### src/rtl/cgra_run_ctrl.sv
// Run sequencer for the CGRA top: launches a batch of kernel invocations over the
// Computation_Start/Computation_Done four-phase handshake. Optional timeout: CGRA_RUN_TIMEOUT_EN.
module cgra_run_ctrl #(
  parameter int CNT_WIDTH      = 16,
  parameter int CYC_WIDTH      = 32,
  parameter int TIMEOUT_CYCLES = 65535
) (
  input  logic                 Clk,
  input  logic                 Resetn,
  input  logic                 Run_Req,
  input  logic [CNT_WIDTH-1:0] Run_Count,
  input  logic                 Data_Ready,
  input  logic                 Computation_Done,
  output logic                 Computation_Start,
  output logic                 Run_Busy,
  output logic                 Iter_Done,
  output logic [CNT_WIDTH-1:0] Iter_Index,
  output logic                 Run_Done,
  output logic                 Run_Err,
  output logic [CYC_WIDTH-1:0] Run_Cycles
);

  typedef enum logic [1:0] {
    IDLE      = 2'd0,
    WAIT_DATA = 2'd1,
    START_HI  = 2'd2,
    START_LO  = 2'd3
  } state_t;

  state_t               state_reg, state_next;
  logic [CNT_WIDTH-1:0] count_reg, count_next;
  logic [CNT_WIDTH-1:0] index_reg, index_next;
  logic [CYC_WIDTH-1:0] cycles_reg, cycles_next;
  logic                 start_reg, start_next;
  logic                 iter_done_reg, iter_done_next;
  logic                 run_done_reg, run_done_next;
  logic                 accept;
  logic                 last_iter;
  logic                 timeout_hit;

  assign accept    = (state_reg == IDLE) && Run_Req;
  assign last_iter = (index_reg == count_reg - CNT_WIDTH'(1));

  always_comb begin
    state_next     = state_reg;
    count_next     = count_reg;
    index_next     = index_reg;
    iter_done_next = 1'b0;
    run_done_next  = 1'b0;
    case (state_reg)
      IDLE: begin
        if (Run_Req) begin
          count_next = Run_Count;
          index_next = '0;
          // A zero-length batch completes immediately without touching the CGRA.
          if (Run_Count == '0) run_done_next = 1'b1;
          else                 state_next    = WAIT_DATA;
        end
      end
      WAIT_DATA: begin
        if (Data_Ready && !Computation_Done) state_next = START_HI;
      end
      START_HI: begin
        if (Computation_Done) begin
          state_next = START_LO;
        end else if (timeout_hit) begin
          run_done_next = 1'b1;
          state_next    = IDLE;
        end
      end
      START_LO: begin
        if (!Computation_Done) begin
          iter_done_next = 1'b1;
          index_next     = index_reg + CNT_WIDTH'(1);
          if (last_iter) begin
            run_done_next = 1'b1;
            state_next    = IDLE;
          end else begin
            state_next = WAIT_DATA;
          end
        end else if (timeout_hit) begin
          run_done_next = 1'b1;
          state_next    = IDLE;
        end
      end
      default: state_next = IDLE;
    endcase
  end

  // Start is a registered copy of the next state, so it falls on the same edge the FSM leaves START_HI.
  assign start_next = (state_next == START_HI);

  always_comb begin
    cycles_next = cycles_reg;
    if (accept) begin
      cycles_next = '0;
    end else if ((state_reg != IDLE) && (cycles_reg != {CYC_WIDTH{1'b1}})) begin
      cycles_next = cycles_reg + CYC_WIDTH'(1);
    end
  end

  always_ff @(posedge Clk or negedge Resetn) begin
    if (!Resetn) begin
      state_reg     <= IDLE;
      count_reg     <= '0;
      index_reg     <= '0;
      cycles_reg    <= '0;
      start_reg     <= 1'b0;
      iter_done_reg <= 1'b0;
      run_done_reg  <= 1'b0;
    end else begin
      state_reg     <= state_next;
      count_reg     <= count_next;
      index_reg     <= index_next;
      cycles_reg    <= cycles_next;
      start_reg     <= start_next;
      iter_done_reg <= iter_done_next;
      run_done_reg  <= run_done_next;
    end
  end

`ifdef CGRA_RUN_TIMEOUT_EN
  localparam int             TMO_W    = $clog2(TIMEOUT_CYCLES + 1);
  localparam logic [TMO_W-1:0] TMO_LOAD = TMO_W'(TIMEOUT_CYCLES);

  logic [TMO_W-1:0] tmo_reg, tmo_next;
  logic             run_err_reg, run_err_next;
  logic             in_handshake;

  assign in_handshake = (state_reg == START_HI) || (state_reg == START_LO);

  // The counter hits zero on the edge that leaves the state, so Start stays high TIMEOUT_CYCLES clocks.
  assign timeout_hit = in_handshake && (tmo_reg == TMO_W'(1));

  always_comb begin
    tmo_next = tmo_reg;
    if ((state_next != state_reg) &&
        ((state_next == START_HI) || (state_next == START_LO))) begin
      tmo_next = TMO_LOAD;
    end else if (in_handshake && (tmo_reg != '0)) begin
      tmo_next = tmo_reg - TMO_W'(1);
    end
  end

  always_comb begin
    run_err_next = run_err_reg;
    if (accept) begin
      run_err_next = 1'b0;
    end else if (timeout_hit &&
                 (((state_reg == START_HI) && !Computation_Done) ||
                  ((state_reg == START_LO) &&  Computation_Done))) begin
      run_err_next = 1'b1;
    end
  end

  always_ff @(posedge Clk or negedge Resetn) begin
    if (!Resetn) begin
      tmo_reg     <= '0;
      run_err_reg <= 1'b0;
    end else begin
      tmo_reg     <= tmo_next;
      run_err_reg <= run_err_next;
    end
  end

  assign Run_Err = run_err_reg;
`else
  // No timeout hardware: the handshake waits forever; the parameter only stays on the interface.
  assign timeout_hit = (TIMEOUT_CYCLES < 0);
  assign Run_Err     = 1'b0;
`endif

  assign Computation_Start = start_reg;
  assign Run_Busy          = (state_reg != IDLE);
  assign Iter_Done         = iter_done_reg;
  assign Iter_Index        = index_reg;
  assign Run_Done          = run_done_reg;
  assign Run_Cycles        = cycles_reg;

endmodule
### config.mk
export PLATFORM = sky130hd
export DESIGN_NAME = cgra_run_ctrl
export DESIGN_NICKNAME = d
export VERILOG_FILES = /design/src/rtl/cgra_run_ctrl.sv
export SDC_FILE = /design/constraint.sdc
export NUM_CORES = 1
export LEC_CHECK = 0
export BUFFER_PORTS_ARGS = -buffer_cell sky130_fd_sc_hd__buf_2
export CAP_MARGIN = 10
export CELL_PAD_IN_SITES_DETAIL_PLACEMENT = 1
export CELL_PAD_IN_SITES_GLOBAL_PLACEMENT = 1
export CORE_MARGIN = 5
export CORE_UTILIZATION = 39
export CTS_CLUSTER_DIAMETER = 120
export CTS_CLUSTER_SIZE = 30
export DETAILED_ROUTE_END_ITERATION = 10
export PLACE_DENSITY = 0.76
export SLEW_MARGIN = 15
export SYNTH_ARGS = -nofsm -noshare
export SYNTH_HDL_FRONTEND = slang
export SYNTH_SLANG_ARGS = --single-unit
### constraint.sdc
create_clock -name Clk -period 4.1 [get_ports Clk]
set_input_delay 0.615 -clock Clk [delete_from_list [all_inputs] [get_ports Clk]]
set_output_delay 0.615 -clock Clk [all_outputs]
set_load 0.005 [all_outputs]
* Word level (Yosys, flattened, before mapping)
Cells that the tools add are included.
** Storage, ports and cells
- Bits in registers :: 69
- Input bits :: 21
- Word-level logic and storage cells :: 48
** Operators by class
- Add/sub/neg operators :: 3
- Eq/ne operators :: 8
- Mux-type cells :: 19
- Reduce and logical (&&, ||, !) cells :: 11
** Operator list (number)
- $mux 32 :: 2
- $add 32x1->32 const B :: 1
- $mux 16 :: 2
- $ne 32x32->1 const B :: 1
- $pmux 16 s2 :: 1
- $add 16x1->16 const B :: 1
- $eq 16x16->1 :: 1
- $logic_not 16->1 :: 1
- $sub 16x1->16 const B :: 1
- $mux 2 :: 5
- $pmux 2 s4 :: 1
- $mux 1 :: 7
- $eq 2x2->1 const B :: 3
- $reduce_bool 2->1 :: 3
- $ne 2x2->1 const B :: 2
- $logic_and 1x1->1 :: 3
- $reduce_and 3->1 :: 1
- $eq 2x1->1 const B :: 1
- $logic_not 2->1 :: 1
- $pmux 1 s2 :: 1
- $reduce_and 2->1 :: 1
- $logic_not 1->1 :: 1

* Logic depth before layout (Yosys ltp)
Gate-level depths: netlist of the first run.
- Depth in word-level cells :: 6
- Gate-level depth with buffers :: 9
- Mapped depth without buffers :: 8

* Worst setup path after synthesis of the first run
OpenSTA, ideal clock, no wires.
- Kind :: register to register
- Start :: register count_reg[0]
- End :: register state_reg[0]
- Library setup time :: 119 ps
- Data arrival time :: 2078 ps
- Required time :: 3981 ps
- Path slack :: 1903 ps
- Stages on the path, launching flop included :: 9
- Buffers on the path :: 0
- Cells stage by stage :: dfrtp_1 > inv_1 > ha_1 > or3b_2 > o21ai_0 > a21oi_1 > nor4_2 > nand4_1 > and2_1
** On the way
- Longest elaborated chain between the ends :: 5
** Ends and longest elaborated chain
- from (decl) :: line 31 : logic [CNT_WIDTH-1:0] count_reg, count_next;
- from (signal assigned) :: line 113 : count_reg <= count_next;
- $sub 16x1->16 :: line 42 : assign last_iter = (index_reg == count_reg - CNT_WIDTH'(1));
- $eq 16x16->1 :: line 42
- $mux 1 :: line 75 : if (last_iter) begin
- $mux 2 :: line 72 : if (!Computation_Done) begin
- $pmux 2 s4 :: line 50 : case (state_reg)
- named net state_next[0] :: line 30 : state_t state_reg, state_next;
- to (signal assigned) :: line 112 : state_reg <= state_next;
- to (decl) :: line 30
The timed path passes the listed nets, and every way through them passes these cells.
A chain may end at the register's enable or synchronous reset.

* Final worst setup path of the first run
- Start :: register state_reg[0]
- End :: register cycles_reg[24] (netlist: Run_Cycles[24])
** On the way
- Longest elaborated chain between the ends :: 3
** Ends and longest elaborated chain
- $logic_not 2->1 / $reduce_bool 2->1 (equally long branches) :: line 41, 97
- $logic_and 1x1->1, on equally long branches :: line 41, 97
- $mux 32 / $reduce_bool 2->1 (equally long branches)
- to (signal assigned) :: line 115 : cycles_reg <= cycles_next;
- to (decl) :: line 33 : logic [CYC_WIDTH-1:0] cycles_reg, cycles_next;
Several ways; a longest one is shown, not always the timed one.

==> out/results.ini, run 1 <==
[placement]
gp_congestion=0.828
hpwl_um=8930
placed_cell_area_mm2=0.00452
io_buffers=72

[route]
wire_per_inst_um=18.1
route.detailed.drc=0
first_pass_iters=4
drtIter0Drc=173
vias=3684
ant_nets=0
viasPerCell=5.54
drt-total-wl_um=12100

[floorplanning]
die-area_mm2=0.0125
die_h_um=112
start_util_pct=39.6
rows=37
placeableCoreArea_mm2=0.0102
ioPinCount=74
dieWidth_um=112

[global_routing]
grt_pass1_wl_um=20600
grt.met3_usage_pct=2.99
met2_usage_pct=32.6
track_usage_pct=20.2
grt_max_degree=42
grt_overflow_total=0
antenna_found_initial=0
busiest_layer=met2
grt_pass1_vias=3970
grtUsageMet1_pct=27.4

[clocking]
cts-htree-levels=3
post_cts_buffers=0
cts_buffers=9
cts_tree=done
hold_buffers=0
clock_latency_ps=360
cts_max_path_buffers=2
cts_sinks=69
root_buffer=clkbuf_8
clk_pin_slew_ps=80
cts_resized=0

[timing]
period_share_pct=67.0
max-slew-margin-rel_pct=26.8
max_freq_mhz=364
setup_viol=0
hold_viol_final=0
layout_min_cycle_time_ps=2750
worst_pin_slew_ps=1100
setup_tns_ps=0
fin_skew_ps=11.8
rsz0062_at_grt=false
drv_slew=0

[critical_path]
path_delay_family=simple AND/OR/NAND/NOR gates
regToRegSetupSlack_ps=1350
cp.buffers_inverters=1
r2r_cells=8
cp.required_ps=4300
path_depth=8
critPathMaxStageDelay_ps=580
arrival_ps=2940
worstPathCellList=inv_1 > ha_1 > nand3b_1 > nor4_1 > a21bo_2 > nor3_1 > xnor2_1 > nor2_1
cp_max_fo=17
critPathLaunchType=flop
endpoint_kind=flop
crit_slowest_cell=nor4_1
crit_type=flop to flop

[synth]
synthAdderAreaFrac_pct=2.16
synthXorXnorAreaFrac_pct=12.1
synth-edff-count=0
synth-simple-area-share_pct=29.8
async_flop_share_pct=100
yosys_warnings=0
synth_area_mm2=0.00405
synthMuxAreaShare_pct=0.772
yosysTopAreaCell=dfrtp_1
syn_nets=484
synth_area_leaders=dfrtp_1, xor2_1, nand2_1
syn_inst=456
synth-seq-cells=69
yosysSeqAreaShare_pct=42.6
synth_top_area_share_pct=42.6
synth_cell_types=56
synth_top_family_by_area=simple AND/OR/NAND/NOR gates
synth_ff_type=dfrtp_1
synth_compound_area_share_pct=9.48
avgSynthCellArea_um2=8.88

[worst_hold_path]
hp-class=input pin to asynchronous set/reset pin

[layout]
fill_cells=1226
n_antenna_cell=0
drive_gt1_share_pct=19.8
nets=552
largest_reg_flops=32
final_area_mm2=0.00477
area_growth_pct=17.7

[pwr]
p_leak_uw=0.00225
peakVddDrop_mv=0.332
power_density_mw_per_mm2=538

[job]
max-cap-violations=0

[status]
status=finished clean

==> cell families (layout without fill, tap and decap cells) <==
group	after synthesis	count (layout)
AOI/OAI and AO/OA	57	57
xor gates and xnor gates	56	56
adders and majority gates	7	7
buffers and inverters	28	101
DFF	69	69
muxes	3	3
other	1	1
and+or+nand+nor	235	235
==> per-layer routing <==
metal	part of all wire (%)	vias to the layer above	wire length (um)
li1	-	1748	-
met1	46	1828	5560
met2	47	90	5710
met3	4.6	18	552
met4	2.0	0	243
met5	0	-	0
==> cells in the final DEF (no fill, tap or decap), drive strengths merged, types with 3 or more instances in the layout <==
cell type / synthesis / routed
nand2b: 3 / 3
nand2: 72 / 72
xor2: 39 / 39
or3: 6 / 6
clkbuf: 15 / 9
dfrtp: 69 / 69
xnor2: 17 / 17
a21oi: 12 / 12
nor3: 14 / 14
nor4: 12 / 12
and3: 10 / 10
bufinv: 0 / 3
nor2: 49 / 49
nand3: 28 / 28
a211oi: 3 / 3
inv: 10 / 12
o21ai: 22 / 22
ha: 7 / 7
and4: 4 / 4
buf: 3 / 75
nand4: 25 / 25
==> stage by stage <==
| stage | cells | setup slack (ps) | hold slack [ps] | utilization, % | total power [uW] |
|---|---|---|---|---|---|
| floorplan | 456 | 1900 | 319 | - | 1590 |
| global placement | 649 | 1490 | 519 | 44.2 | 1820 |
| detailed placement | 649 | 1370 | 532 | 44.2 | 1870 |
| CTS | 665 | 1370 | 433 | 46.6 | 2590 |
| global route | 665 | 1100 | 465 | 46.6 | 2740 |
| finish | 665 | 1350 | 419 | 46.6 | 2570 |
==> layout make-up <==
class / instances / area [um2] / area share [%]
clock inverter: 7 / 121 / 2.55
tap: 136 / 170 / 3.57
multi-input combinational: 359 / 2210 / 46.3
sequential: 69 / 1730 / 36.2
inverter: 10 / 37.5 / 0.787
clock buffer: 9 / 124 / 2.60
timing repair buffer: 75 / 383 / 8.03
==> power breakdown <==
part	leakage [uW]	internal [uW]	total (uW)	switching, uW
clock network	0.000124	408	701	293
registers	0.000931	791	1000	209
logic	0.00119	331	865	534
==> final timing paths <==
kind	startpoint	to
max	state_reg[0]	Run_Cycles[24]
min	Resetn	Iter_Index[4]
max reg2reg	state_reg[0]	Run_Cycles[24]
min reg2reg	count_reg[15]	count_reg[15]
max in group asynchronous	Resetn	Run_Cycles[17]
min in group Clk	Run_Count[5]	count_reg[5]
==> synth_stat cells (2+ instances only) <==
master,instances
a211oi_1,2
a21oi_1,12
a22o_1,2
and2_1,2
and3_1,10
and4_1,4
clkbuf_1,15
dfrtp_1,69
ha_1,7
inv_1,10
mux2i_1,2
nand2_1,72
nand2b_1,3
nand3_1,28
nand4_1,24
nand4b_1,2
nor2_1,49
nor3_1,14
nor3b_1,2
nor4_1,8
nor4_4,3
o21ai_0,22
o41ai_2,2
or3_1,6
xnor2_1,17
xor2_1,39
==> worst reg2reg max path, delay by kind of cell (launching register included) <==
kind            cells  cell delay, ps
flops               1             430
xor+xnor            1             140
compound gates      1             370
fa+ha+maj           1             400
simple gates        4            1150
buf+inv             1             100
Power figures use the tool's default switching activity.
==> run 2: changes to the inputs <==
==> constraint.sdc (replaced) <==
create_clock -name Clk -period 2.81 [get_ports Clk]
set_input_delay 0.4215 -clock Clk [delete_from_list [all_inputs] [get_ports Clk]]
set_output_delay 0.4215 -clock Clk [all_outputs]
set_load 0.005 [all_outputs]
==> run 2 against run 1 <==
  * Hold slack got worse by 310 ps
  * Fmax rose by 7.3%
  * Global-route usage rose by 0.087 points
  * Cell count rose by 0.75%
==> out/results.ini, run 2 (same netlist as run 1, synthesis figures left out) <==
[route]
viasPerCell=5.56  ; +0.36%
wire_per_inst_um=18.4  ; +1.5%
drt-total-wl_um=12300  ; +2.2%
vias=3725  ; +1.1%
ant_nets=0  ; unchanged
first_pass_iters=5  ; +1
route.detailed.drc=0  ; unchanged
drtIter0Drc=129  ; -25%

[critical_path]
cp_max_fo=5  ; -12
critPathLaunchType=flop
cp.required_ps=3060  ; -1240 ps
endpoint_kind=flop
arrival_ps=2810  ; -130 ps
crit_type=flop to flop

[pwr]
p_leak_uw=0.00227  ; +0.84%
power_density_mw_per_mm2=779  ; +45%
peakVddDrop_mv=0.292  ; -12%

[timing]
layout_min_cycle_time_ps=2560  ; -186 ps
fin_skew_ps=8.96  ; -2.85 ps
worst_pin_slew_ps=709  ; -388 ps
drv_slew=0  ; unchanged
max-slew-margin-rel_pct=52.7  ; +26 points
setup_viol=0  ; unchanged
rsz0062_at_grt=false
max_freq_mhz=391  ; +7.3%
finalWorstSetupSlack_ps=251  ; -1100 ps
hold_viol_final=0  ; unchanged
setup_tns_ps=0  ; unchanged
period_share_pct=91.1  ; +24 points

[layout]
nets=557  ; +0.91%
area_growth_pct=18.4
drive_gt1_share_pct=20.6  ; +0.75 points
n_antenna_cell=0  ; unchanged
largest_reg_flops=32  ; unchanged
fill_cells=1210  ; -1.3%
layout_common_cells=nand2_1, buf_2, dfrtp_1

[floorplanning]
start_util_pct=39.6  ; unchanged
rows=37  ; unchanged
die_h_um=112  ; unchanged
dieWidth_um=112  ; unchanged
ioPinCount=74  ; unchanged
die-area_mm2=0.0125  ; unchanged
placeableCoreArea_mm2=0.0102  ; unchanged

[global_routing]
grt_overflow_total=0  ; unchanged
grt_pass1_vias=3971  ; +0.025%
grt_pass1_wl_um=20600  ; +0.40%
track_usage_pct=20.3  ; +0.087 points
grt_max_degree=41  ; -2.4%
antenna_found_initial=0  ; unchanged

[clocking]
post_cts_buffers=0  ; unchanged
clock_latency_ps=360  ; about the same
cts_resized=0  ; unchanged
hold_buffers=0  ; unchanged
cts_buffers=9  ; unchanged
root_buffer=clkbuf_8
cts_max_path_buffers=2  ; unchanged
cts-htree-levels=3  ; unchanged
cts_sinks=69  ; unchanged
clk_pin_slew_ps=80  ; about the same
cts_tree=done

[worst_hold_path]
hp-class=input pin to asynchronous set/reset pin

[placement]
gp_congestion=0.836  ; +0.99%
hpwl_um=9270  ; +3.8%
io_buffers=72  ; unchanged
place_ws_ps=313  ; -1060 ps

[job]
max-cap-violations=0  ; unchanged

[status]
status=finished clean

run 2: worst max-delay path: stages, from the launching register on:
cell      delay [ps]
dfrtp_1          460
inv_1            110
ha_1             200
nor3b_1          540
o211ai_1         200
o211a_1          260
nor4_2           320
nand4_1          170
and2_1           190
run 2: power breakdown:
| part | internal, uW | total, uW | leakage [uW] | switching [uW] |
|---|---|---|---|---|
| registers | 1150 | 1480 | 0.000931 | 324 |
| logic | 527 | 1320 | 0.00123 | 796 |
| clock network | 522 | 939 | 0.000112 | 416 |
| total | 2200 | 3740 | 0.00227 | 1540 |
run 2: cell type report:
class	instances	area, um2	share of cell area (%)
clock buffers	10	138	2.87
inverters	10	37.5	0.782
clock inverters	6	86.3	1.80
well taps	136	170	3.55
flip-flops and latches	69	1730	36.0
multi-input cells	359	2210	46.0
repair buffers	80	433	9.02
run 2: final timing paths:
check                          startpoint        endpoint  slack [ps]  depth (start not counted)
max in group asynchronous          Resetn   Run_Cycles[3]        2040                          2
min in group Clk            Run_Count[10]   count_reg[10]         280                          3
setup reg to reg             count_reg[0]    state_reg[0]         250                          8
hold reg to reg            Run_Cycles[14]  Run_Cycles[14]         570                          2
hold / removal                     Resetn   Iter_Index[5]         100                          1
setup / recovery             count_reg[0]    state_reg[0]         250                          8
run 2: metal layers:
metal | vias up | GRT usage, % | part of all wire [%]
met2 | 69 | 33.1 | 49
met1 | 1890 | 26.2 | 45
met3 | 22 | 5.92 | 4.2
met4 | 0 | 6.08 | 2.1
li1 | 1744 | - | -
met5 | - | 0 | 0
run 2: metrics by stage:
stage | hold slack (ps) | area [um2] | util [%] | total power [uW] | cells
finish | 105 | 4800 | 46.9 | 3740 | 670
global route | 158 | 4800 | 46.9 | 3990 | 670
CTS | 126 | 4800 | 46.9 | 3770 | 670
detailed placement | 516 | 4570 | 44.7 | 2790 | 654
global placement | 510 | 4570 | 44.7 | 2720 | 654
floorplan | 126 | 4050 | - | 2320 | 456
==> run 3: changes to the inputs <==
==> constraint.sdc (replaced) <==
create_clock -name Clk -period 2.81 [get_ports Clk]
set_input_delay 0 -clock Clk [delete_from_list [all_inputs] [get_ports Clk]]
set_output_delay 0 -clock Clk [all_outputs]
set_load 0.005 [all_outputs]
==> run 3 against run 2 <==
  * Cell count increased by 2.5%
  * Setup slack lost 21 ps
  * Final area is 3.3% higher
  * Hold slack lost 7.2 ps
  * Utilization is 1.5 points higher
  * Wire length up 0.17%
  * First-iteration DRC count is 22% lower
  * Sequential share of layout area fell by 1.1 points
  * Clock skew shrank 1.8 ps
  * Sequential cell count unchanged
  * Die area unchanged
  * Critical path type unchanged
  * Highest routed layer unchanged
==> out/results.ini, run 3 (same netlist as run 1, synthesis figures left out) <==
[clocking]
clk_pin_slew_ps=80  ; about the same
cts_tree=done
root_buffer=clkbuf_8
cts_sinks=69  ; unchanged
cts_max_path_buffers=2  ; unchanged
cts-htree-levels=3  ; unchanged
cts_buffers=9  ; unchanged
clock_latency_ps=360  ; about the same
cts_resized=0  ; unchanged

[layout]
fill_cells=1217  ; +0.58%
n_antenna_cell=0  ; unchanged
final_area_mm2=0.00495  ; +3.3%
area_growth_pct=22.3
layout_common_cells=nand2_1, buf_2, dfrtp_1
largest_reg_flops=32  ; unchanged
drive_gt1_share_pct=19.8  ; -0.82 points
nets=574  ; +3.1%

[floorplanning]
die-area_mm2=0.0125  ; unchanged
dieWidth_um=112  ; unchanged
ioPinCount=74  ; unchanged
die_h_um=112  ; unchanged
rows=37  ; unchanged
placeableCoreArea_mm2=0.0102  ; unchanged
start_util_pct=39.6  ; unchanged

[global_routing]
grt_max_degree=37  ; -9.8%
antenna_found_initial=0  ; unchanged
grt_pass1_wl_um=21200  ; +2.8%
grt_pass1_vias=4066  ; +2.4%
grt_overflow_total=0  ; unchanged
track_usage_pct=20.8  ; +0.43 points

[critical_path]
critPathLaunchType=flop
worstPathCellList=inv_1 > ha_1 > nor3b_1 > o211ai_1 > o211a_1 > nor4_2 > nand4_1 > and2_1
crit_start=count_reg[0]
arrival_ps=2840  ; +30 ps
endpoint_kind=flop
r2r_cells=8  ; unchanged
r2r-start=count_reg[0]
critPathMaxStageDelay_ps=550  ; about the same
crit_slowest_cell=nor3b_1
crit_type=flop to flop
cp.required_ps=3070  ; about the same
cp_max_fo=5  ; unchanged

[route]
drtIter0Drc=101  ; -22%
drt-total-wl_um=12400  ; +0.17%
viasPerCell=5.51  ; -0.93%
ant_nets=0  ; unchanged
route.detailed.drc=0  ; unchanged
first_pass_iters=4  ; -1
wire_per_inst_um=18.0  ; -2.3%
vias=3784  ; +1.6%

[timing]
max_freq_mhz=388  ; -0.80%
setup_viol=0  ; unchanged
layout_min_cycle_time_ps=2580  ; +20.7 ps
worst_pin_slew_ps=845  ; +135 ps
rsz0062_at_grt=false
period_share_pct=91.8  ; +0.74 points
fin_skew_ps=7.16  ; -1.81 ps
setup_tns_ps=0  ; unchanged
hold_viol_final=0  ; unchanged
drv_slew=0  ; unchanged
max-slew-margin-rel_pct=43.7  ; -9.0 points

[pwr]
power_density_mw_per_mm2=739  ; -5.2%
peakVddDrop_mv=0.310  ; +6.1%
p_leak_uw=0.00233  ; +2.5%

[placement]
io_buffers=72  ; unchanged
placed_cell_area_mm2=0.00457  ; -0.16%
hpwl_um=9140  ; -1.4%
gp_congestion=0.831  ; -0.67%

[worst_hold_path]
worstHoldStart=Data_Ready
whs_path_depth=3
hp-class=input pin to flop

[status]
status=finished clean

[job]
max-cap-violations=0  ; unchanged

==> run 3: cell count changes in the layout (fill, tap and decap cells not counted), sizes merged <==
cell and change:
buf -1, dlygate4sd3 +18, bufinv -1, inv +1, clkinv -1, clkinvlp +1
==> run 3: final timing paths <==
check / end / slack, ps
min reg2reg: Run_Cycles[8] / 570
max reg2reg: state_reg[0] / 230
min: state_reg[1] / 100
max in group asynchronous: Run_Cycles[24] / 1870
max: state_reg[0] / 230
min in group asynchronous: Iter_Index[3] / 280
==> run 3: where the power goes <==
part | leakage [uW] | switching, uW | total [uW] | internal (uW)
combinational | 0.00130 | 792 | 1330 | 534
sequential | 0.000931 | 314 | 1470 | 1150
clock | 0.0000991 | 427 | 867 | 440
==> run 3: layout make-up <==
| class | count | area, um2 | area share, % |
|---|---|---|---|
| Multi-Input combinational cell | 359 | 2210 | 44.5 |
| Sequential cell | 69 | 1730 | 34.8 |
| Timing Repair Buffer | 97 | 606 | 12.2 |
| Tap cell | 136 | 170 | 3.43 |
| Clock buffer | 10 | 138 | 2.78 |
| Clock inverter | 6 | 71.3 | 1.44 |
| Inverter | 10 | 37.5 | 0.758 |
==> run 3: routing by layer <==
layer / vias up / global-route usage [%] / share of wire, %
li1: 1782 / - / -
met1: 1909 / 27.8 / 47
met2: 71 / 33.6 / 48
met3: 22 / 4.18 / 3.3
met4: 0 / 6.97 / 1.9
met5: - / 0 / 0
==> run 3: through the flow <==
step	utilization, %	power [uW]	setup slack, ps	hold WS, ps	cells
floorplan	-	2320	613	-296	456
global placement	44.6	2710	466	141	653
detailed placement	44.6	2780	266	150	653
CTS	48.4	3680	253	95.3	687
global route	48.4	3920	53.2	157	687
finish	48.4	3660	231	97.3	687
==> run 3: critical path: cells and delay by family, from the launching register on <==
family / cells / cell delay, ps
compound gates: 2 / 460
fa+ha+maj: 1 / 200
buf+inv: 1 / 110
flops: 1 / 460
simple gates: 4 / 1250
==> run 3: repair_timing <==
item / 4_1_cts / 5_1_grt
hold buffers: 18 / 0
endpoints found under the hold margin: 50 / 0
buffers inserted: 0 / 0
